[config.mk]
export PLATFORM = sky130hd
export DESIGN_NAME = memoria_principal
export DESIGN_NICKNAME = d
export VERILOG_FILES = /design/src/rtl/memoria_principal.sv
export SDC_FILE = /design/constraint.sdc
export NUM_CORES = 1
export LEC_CHECK = 0
export ABC_AREA = 0
export ABC_CLOCK_PERIOD_IN_PS = 2000
export CORE_MARGIN = 2
export CORE_UTILIZATION = 58
export CTS_CLUSTER_SIZE = 14
export DETAILED_ROUTE_END_ITERATION = 7
export DONT_BUFFER_PORTS = 1
export PLACE_DENSITY = 0.76
export SYNTH_ARGS = -nofsm -noshare
export SYNTH_HDL_FRONTEND = slang
export SYNTH_SLANG_ARGS = --single-unit
[constraint.sdc]
create_clock -name clock -period 2 [get_ports clock]
set_input_delay 0.5 -clock clock [delete_from_list [all_inputs] [get_ports clock]]
set_output_delay 0.5 -clock clock [all_outputs]
set_load 0.01 [all_outputs]
[src/rtl/memoria_principal.sv]
// Backing store for the 2-way data cache: fixed-latency line-fill reads and
// write-back writes over a pedido/aceito/pronto handshake, plus access counters.
module memoria_principal #(
    parameter int                      LARGURA_DADO  = 8,
    parameter int                      LARGURA_END   = 5,
    parameter int                      LATENCIA      = 3,
    parameter logic [LARGURA_DADO-1:0] VALOR_INICIAL = 8'hFF
) (
    input  logic                    clock,
    input  logic                    reset,
    input  logic                    pedido,
    input  logic                    escrita,
    input  logic [LARGURA_END-1:0]  endereco,
    input  logic [LARGURA_DADO-1:0] entradaDeDados,
    output logic                    aceito,
    output logic                    ocupado,
    output logic                    pronto,
    output logic [LARGURA_DADO-1:0] saidaDeDados,
    output logic [7:0]              contadorLeituras,
    output logic [7:0]              contadorEscritas
);

    localparam int         PROFUNDIDADE = 2 ** LARGURA_END;
    localparam logic [3:0] CARGA        = 4'(LATENCIA - 1);

    // Handshake: pedido is a level sampled only in OCIOSO; aceito pulses for
    // the cycle after capture, ocupado covers the whole ESPERA window, and
    // pronto pulses once the access has committed (block is back in OCIOSO).
    typedef enum logic {
        OCIOSO = 1'b0,
        ESPERA = 1'b1
    } estado_t;

    estado_t                 estado_q, estado_d;
    logic [3:0]              contador_q, contador_d;
    logic [LARGURA_END-1:0]  end_q, end_d;
    logic                    esc_q, esc_d;
    logic [LARGURA_DADO-1:0] dado_q, dado_d;
    logic                    aceito_q, aceito_d;
    logic                    pronto_q, pronto_d;
    logic [LARGURA_DADO-1:0] saida_q, saida_d;
    logic [7:0]              leit_q, leit_d;
    logic [7:0]              escr_q, escr_d;
    logic                    grava;
    logic [LARGURA_DADO-1:0] mem_q [PROFUNDIDADE];

    always_comb begin
        estado_d   = estado_q;
        contador_d = contador_q;
        end_d      = end_q;
        esc_d      = esc_q;
        dado_d     = dado_q;
        aceito_d   = 1'b0;
        pronto_d   = 1'b0;
        saida_d    = saida_q;
        leit_d     = leit_q;
        escr_d     = escr_q;
        grava      = 1'b0;
        case (estado_q)
            OCIOSO: begin
                if (pedido) begin
                    estado_d   = ESPERA;
                    contador_d = CARGA;
                    end_d      = endereco;
                    esc_d      = escrita;
                    dado_d     = entradaDeDados;
                    aceito_d   = 1'b1;
                end
            end
            ESPERA: begin
                if (contador_q != 4'd0) begin
                    contador_d = contador_q - 4'd1;
                end else begin
                    estado_d = OCIOSO;
                    pronto_d = 1'b1;
                    if (esc_q) begin
                        grava   = 1'b1;
                        saida_d = dado_q;
                        if (escr_q != 8'hFF) escr_d = escr_q + 8'd1;
                    end else begin
                        saida_d = mem_q[end_q];
                        if (leit_q != 8'hFF) leit_d = leit_q + 8'd1;
                    end
                end
            end
            default: estado_d = OCIOSO;
        endcase
    end

    always_ff @(posedge clock or negedge reset) begin
        if (!reset) begin
            estado_q   <= OCIOSO;
            contador_q <= 4'd0;
            end_q      <= '0;
            esc_q      <= 1'b0;
            dado_q     <= '0;
            aceito_q   <= 1'b0;
            pronto_q   <= 1'b0;
            saida_q    <= '0;
            leit_q     <= 8'd0;
            escr_q     <= 8'd0;
        end else begin
            estado_q   <= estado_d;
            contador_q <= contador_d;
            end_q      <= end_d;
            esc_q      <= esc_d;
            dado_q     <= dado_d;
            aceito_q   <= aceito_d;
            pronto_q   <= pronto_d;
            saida_q    <= saida_d;
            leit_q     <= leit_d;
            escr_q     <= escr_d;
        end
    end

    // The array is a plain register file so reset can restore the "empty" pattern.
    always_ff @(posedge clock or negedge reset) begin
        if (!reset) begin
            for (int i = 0; i < PROFUNDIDADE; i++) mem_q[i] <= VALOR_INICIAL;
        end else if (grava) begin
            mem_q[end_q] <= dado_q;
        end
    end

    assign aceito           = aceito_q;
    assign ocupado          = (estado_q == ESPERA);
    assign pronto           = pronto_q;
    assign saidaDeDados     = saida_q;
    assign contadorLeituras = leit_q;
    assign contadorEscritas = escr_q;

endmodule

# [Word level (Yosys, flattened, before mapping)]
# Cells that the tools add are included.
[word_totals] reg_bits=301 inputBits=17 output_inout_bits=27 wordCells=81
[classes] n_addsub=3 n_lt_le_gt_ge=2 n_eq_ne=4 mux=19 bitwise=4 n_reduce_logical=7
[ops] cell="256-bit bitwise mux" count=1
[ops] cell="8-bit binary-select mux with 5-bit select" count=1
[ops] cell="8-bit demux with 5-bit select" count=1
[ops] cell="8-bit 2-to-1 mux" count=4
[ops] cell="8-bit by 1-bit adder with 8-bit output, second input constant" count=2
[ops] cell="8-bit inequality test, second input constant" count=2
[ops] cell="1-bit 2-to-1 mux" count=8
[ops] cell="4-bit 2-to-1 mux" count=2
[ops] cell="4-bit case mux with 2 select lines" count=1
[ops] cell="4-bit AND reduction" count=2
[ops] cell="6-bit greater-or-equal comparator, second input constant" count=1
[ops] cell="6-bit by 1-bit < comparator with 1-bit output, second input constant" count=1
[ops] cell="5-bit NOT with 6-bit output" count=1
[ops] cell="2-bit AND reduction" count=3
[ops] cell="4-bit nonzero test" count=1
[ops] cell="4-bit by 1-bit subtractor with 4-bit output, second input constant" count=1
[ops] cell="1-bit NOT" count=3
[ops] cell="2-bit by 1-bit inequality test with 1-bit output, second input constant" count=1
[ops] cell="2-bit inequality test, second input constant" count=1
[ops] cell="1-bit case mux with 2 select lines" count=1
[ops] cell="1-bit logical AND" count=1

# [Longest topological paths before layout]
[depth] word_depth=6 depth_mapped=8 mapped_depth_nobuf=7

# [Worst setup path before layout]
# Ideal clock, no wire load.
[synth_path] kind="register to register" from="reg contador_q[0]" to="reg mem_q[10] in the netlist's numbering" setup_time_ns=0.082 t_arrival_ns=1.960 path_slack_ns=-0.042 stages_incl_launch_ff=9 path_buffers=1 synth_period_minus_slack_ns=2.042 cell_sequence="dfrtp_1 inv_1 ha_1 and4bb_1 and2_1 nand3b_1 buf_2 nor2_2 mux2_2"
[synth_via] elab_chain_cells=3
[synth_rtl] item="start, declared" line_no="35" text="logic [3:0] contador_q, contador_d;"
[synth_rtl] item="start signal, assigned" line_no="104" text="contador_q <= contador_d;"
[synth_rtl] item="4-bit nonzero test" line_no="71" text="if (contador_q != 4'd0) begin"
[synth_rtl] item="1-bit 2-to-1 mux" line_no="71"
[synth_rtl] item="1-bit 2-to-1 mux" line_no="59" text="case (estado_q)"
[synth_rtl] item="end signal, assigned by index" line_no="121" text="mem_q[end_q] <= dado_q;"
[synth_rtl] item="end, declared" line_no="45" text="logic [LARGURA_DADO-1:0] mem_q [PROFUNDIDADE];"
# Every way passes these cells.
# A chain may end at the register's enable or synchronous reset.

# [Final worst setup path]
[layout_path] from="reg contador_q[1]" to="reg mem_q[57] in the netlist's numbering"
# The elaborated chain is that of the path after synthesis.

==> out/results.txt <==
Final Util - 73.5%
Netlist cell types - 43
Lkg Pwr - 0.00697 uW
Critical Path RT - 2.48 ns
WP data arrival - 2.51 ns
Slowest CP cell - dfrtp_1
Maxcap violations - 0
Filler-free cell count of the finished design - 1,383
P_sw - 7360 uW
Synthesized instance count - 942
Clock period minus worst slack - 2.02 ns
Worst-path clk slew - 0.06 ns
Count of pins over their slew limit - 0
Post-synthesis sequential area ratio - 56.3%
CTS tree - done
Worst R2R Start - contador_q[1]
Met1 Use GR - 38.8%
GR Overflow Total - 0
Total GRT Usage - 26.8%
Final wirelength - 34.1 mm
Synth Cell Area - 0.0140 mm^2
Final net count - 1,059
GRT met2 Usage - 42.5%
Top post-synthesis cells by area - dfstp_2 (48%), mux2_2 (22%), dfrtp_1 (8.1%)
Post-synth EDFFs - 0
Drt initial violations - 599
First-pass GRT wire length - 53.2 mm
Num rows - 56
Io pins - 44
Largest net degree at the start of global routing - 302
Commonest non-fill, non-tap cell in the layout - dfstp_2
Crit path largest cell delay - 0.37 ns
PwrDens - 1310 mW/mm^2
Area share of the largest cell type after synthesis - 48.2%
DRT Pass-1 Iters - 7
Flops & latches, synth - 301
Outcome - finished with violations
Die X - 159 um
Synthesized area per cell - 14.8 um^2
Clock share of power - 25.8%
P&R area growth vs syn - 24.1%
Slew headroom - 19.8%
Initial Utilization - 59.3%
Async set or reset register ratio after synthesis - 100%
Mapped Nets - 962
Number of port buffers - 0
YS warnings - 0
Kind of critical path - flip-flop to flip-flop
Worst Setup Start Kind - flip-flop
Commonest non-fill, non-tap cells in the layout - dfstp_2 (256), mux2_2 (157), mux2_4 (116)
Via count - 8,488
RePlAce Congestion - 0.856
Layout fillers - 1,456
DR DRC count - 0
Footprint of the multi-input gates - 0.00661 mm^2
Core area - 0.0235 mm^2
M3 GR Usage - 3.57%
Crit. End Element - flip-flop
Die area - 0.0253 mm^2
Fin Setup TNS - -0.695 ns
Routed Antenna Nets - 0
Total power - 22,700 uW
Clock skew - 0.0143 ns
Storage element area - 0.00786 mm^2
Cell total after placement - 1,316
Die height - 159 um
Ys flop type - dfstp_2
Top Usage Layer GRT - met2
Cell Chain, Critical Path - inv_1 > ha_2 > and4bb_1 > buf_6 > nand2_2 > nor3_2 > buf_6 > nand3_2 > buf_6 > mux2_2
Wire per inst - 24.7 um
Peak Freq - 494 MHz
CTS Sinks - 301
Internal - 15,300 uW
TritonCTS Buffers - 31
Vias in the first global route - 8,934
Worst skew pair latency - 0.56 ns
Switching Fraction - 32.5%
Peak VDD IR - 0.964 mV
Clock buffer depth - 3
Final setup violation count - 70
Final period util - 101%
Sequential share of power - 42.5%
Initial antenna violation count - 3
RSZ-0062 raised after global routing - yes
HPWL after detailed placement - 21.2 mm
CP most frequent cell - buf_6
Worst hold slack - -0.324 ns
Worst setup path start - contador_q[1]
Failing checks - negative hold slack, negative setup slack
Critical-path maximum fanout - 8
Htree depth - 1
Area leader, netlist - dfstp_2
Hold Violations, Final - 92
Hold Crit Class - primary input to async pin
Routed vias/inst - 6.14
Fraction of layout cells with a size suffix above 1 - 75.7%
Clock root buffer - clkbuf_16
Logic pwr share - 31.7%
Final WS setup - -0.0246 ns
Worst-Margin Slew - 1.20 ns
[power by group through the flow]
stage | Sequential, uW | Combinational, uW | Clock [uW]
2_1_floorplan | 8890 | 4320 | 0
3_3_place_gp | 9650 | 5950 | 0
3_5_place_dp | 9740 | 6100 | 0
4_1_cts | 9610 | 6760 | 5920
5_1_grt | 9830 | 7600 | 6150
6_report | 9640 | 7170 | 5850
[cell families after synthesis]
logic type	share of synthesized area, %
AOI/OAI and AO/OA	3.35
xor gates and xnor gates	0.879
adders and majority gates	0.269
buffers and inverters	1.97
DFF	56.3
muxes	32.0
and+or+nand+nor	5.21
[synth_stat cells (10+ instances only)]
cell type	count
mux2_2	273
dfstp_2	256
mux2i_1	47
dfrtp_1	45
mux4_2	41
clkbuf_1	34
nand2_1	26
nor2_2	24
o22ai_1	20
buf_2	16
nor2_1	16
nand3b_1	14
o21ai_0	14
nand3_1	10
nor3_1	10
xnor2_1	10
[flip-flops by register name (all words and copies together) (netlist names)]
register and cells:
mem_q 256, contadorEscritas 8, contadorLeituras 8, dado_q 8
saidaDeDados 8, end_q 5, contador_q 4, aceito 1
esc_q 1, ocupado 1, pronto 1
[critical path: cells and delay by family (launching register included)]
family                     cells  cell delay [ns]
and+or+nand+nor                4             0.55
DFF                            1             0.37
muxes                          1             0.27
adders and majority gates      1             0.17
buffers and inverters          4             0.58
[final timing paths]
check,end,slack [ns],cells past startpoint
max in group asynchronous,end_q[3],1.42,0
max,mem_q[57],-0.02,10
min in group clock,contador_q[2],0.05,1
min,end_q[0],-0.32,0
min reg2reg,contadorLeituras[6],0.56,1
max reg2reg,mem_q[57],-0.02,10
[through the flow]
stage               instance area [um^2]  worst slack [ns]  hold slack [ns]
floorplan                          14000           -0.0418            0.204
CTS                                16900           -0.0320           -0.363
global route                       17300            -0.101           -0.363
finish                             17300           -0.0246           -0.324
detailed placement                 15300            -0.173            0.223
global placement                   15300            -0.136            0.222
[area by class of cell]
class                      count  share of cell area [%]
antenna                        1                  0.0145
clock buffer                  46                    5.15
clock inverter                11                   0.780
inverter                       5                   0.108
multi-input combinational    578                    38.2
sequential                   301                    45.4
tap                          319                    2.31
timing repair buffer         122                    8.07
[timing repair]
item / CTS / global route
setup endpoints to repair: 264 / 268
pin swaps: 23 / 13
gates resized for setup: 118 / 103
buffers inserted: 10 / 1
gates cloned: 0 / 0
hold endpoints to repair: 301 / 301
[layer usage]
layer / wire [um] / up-vias / part of all wire, %
met5: 21 / - / 0.062
met4: 916 / 4 / 2.7
met3: 1560 / 62 / 4.6
met2: 16700 / 184 / 49
met1: 14900 / 4563 / 44
li1: - / 3675 / -
No activity file was read; power rests on OpenSTA's default activity.
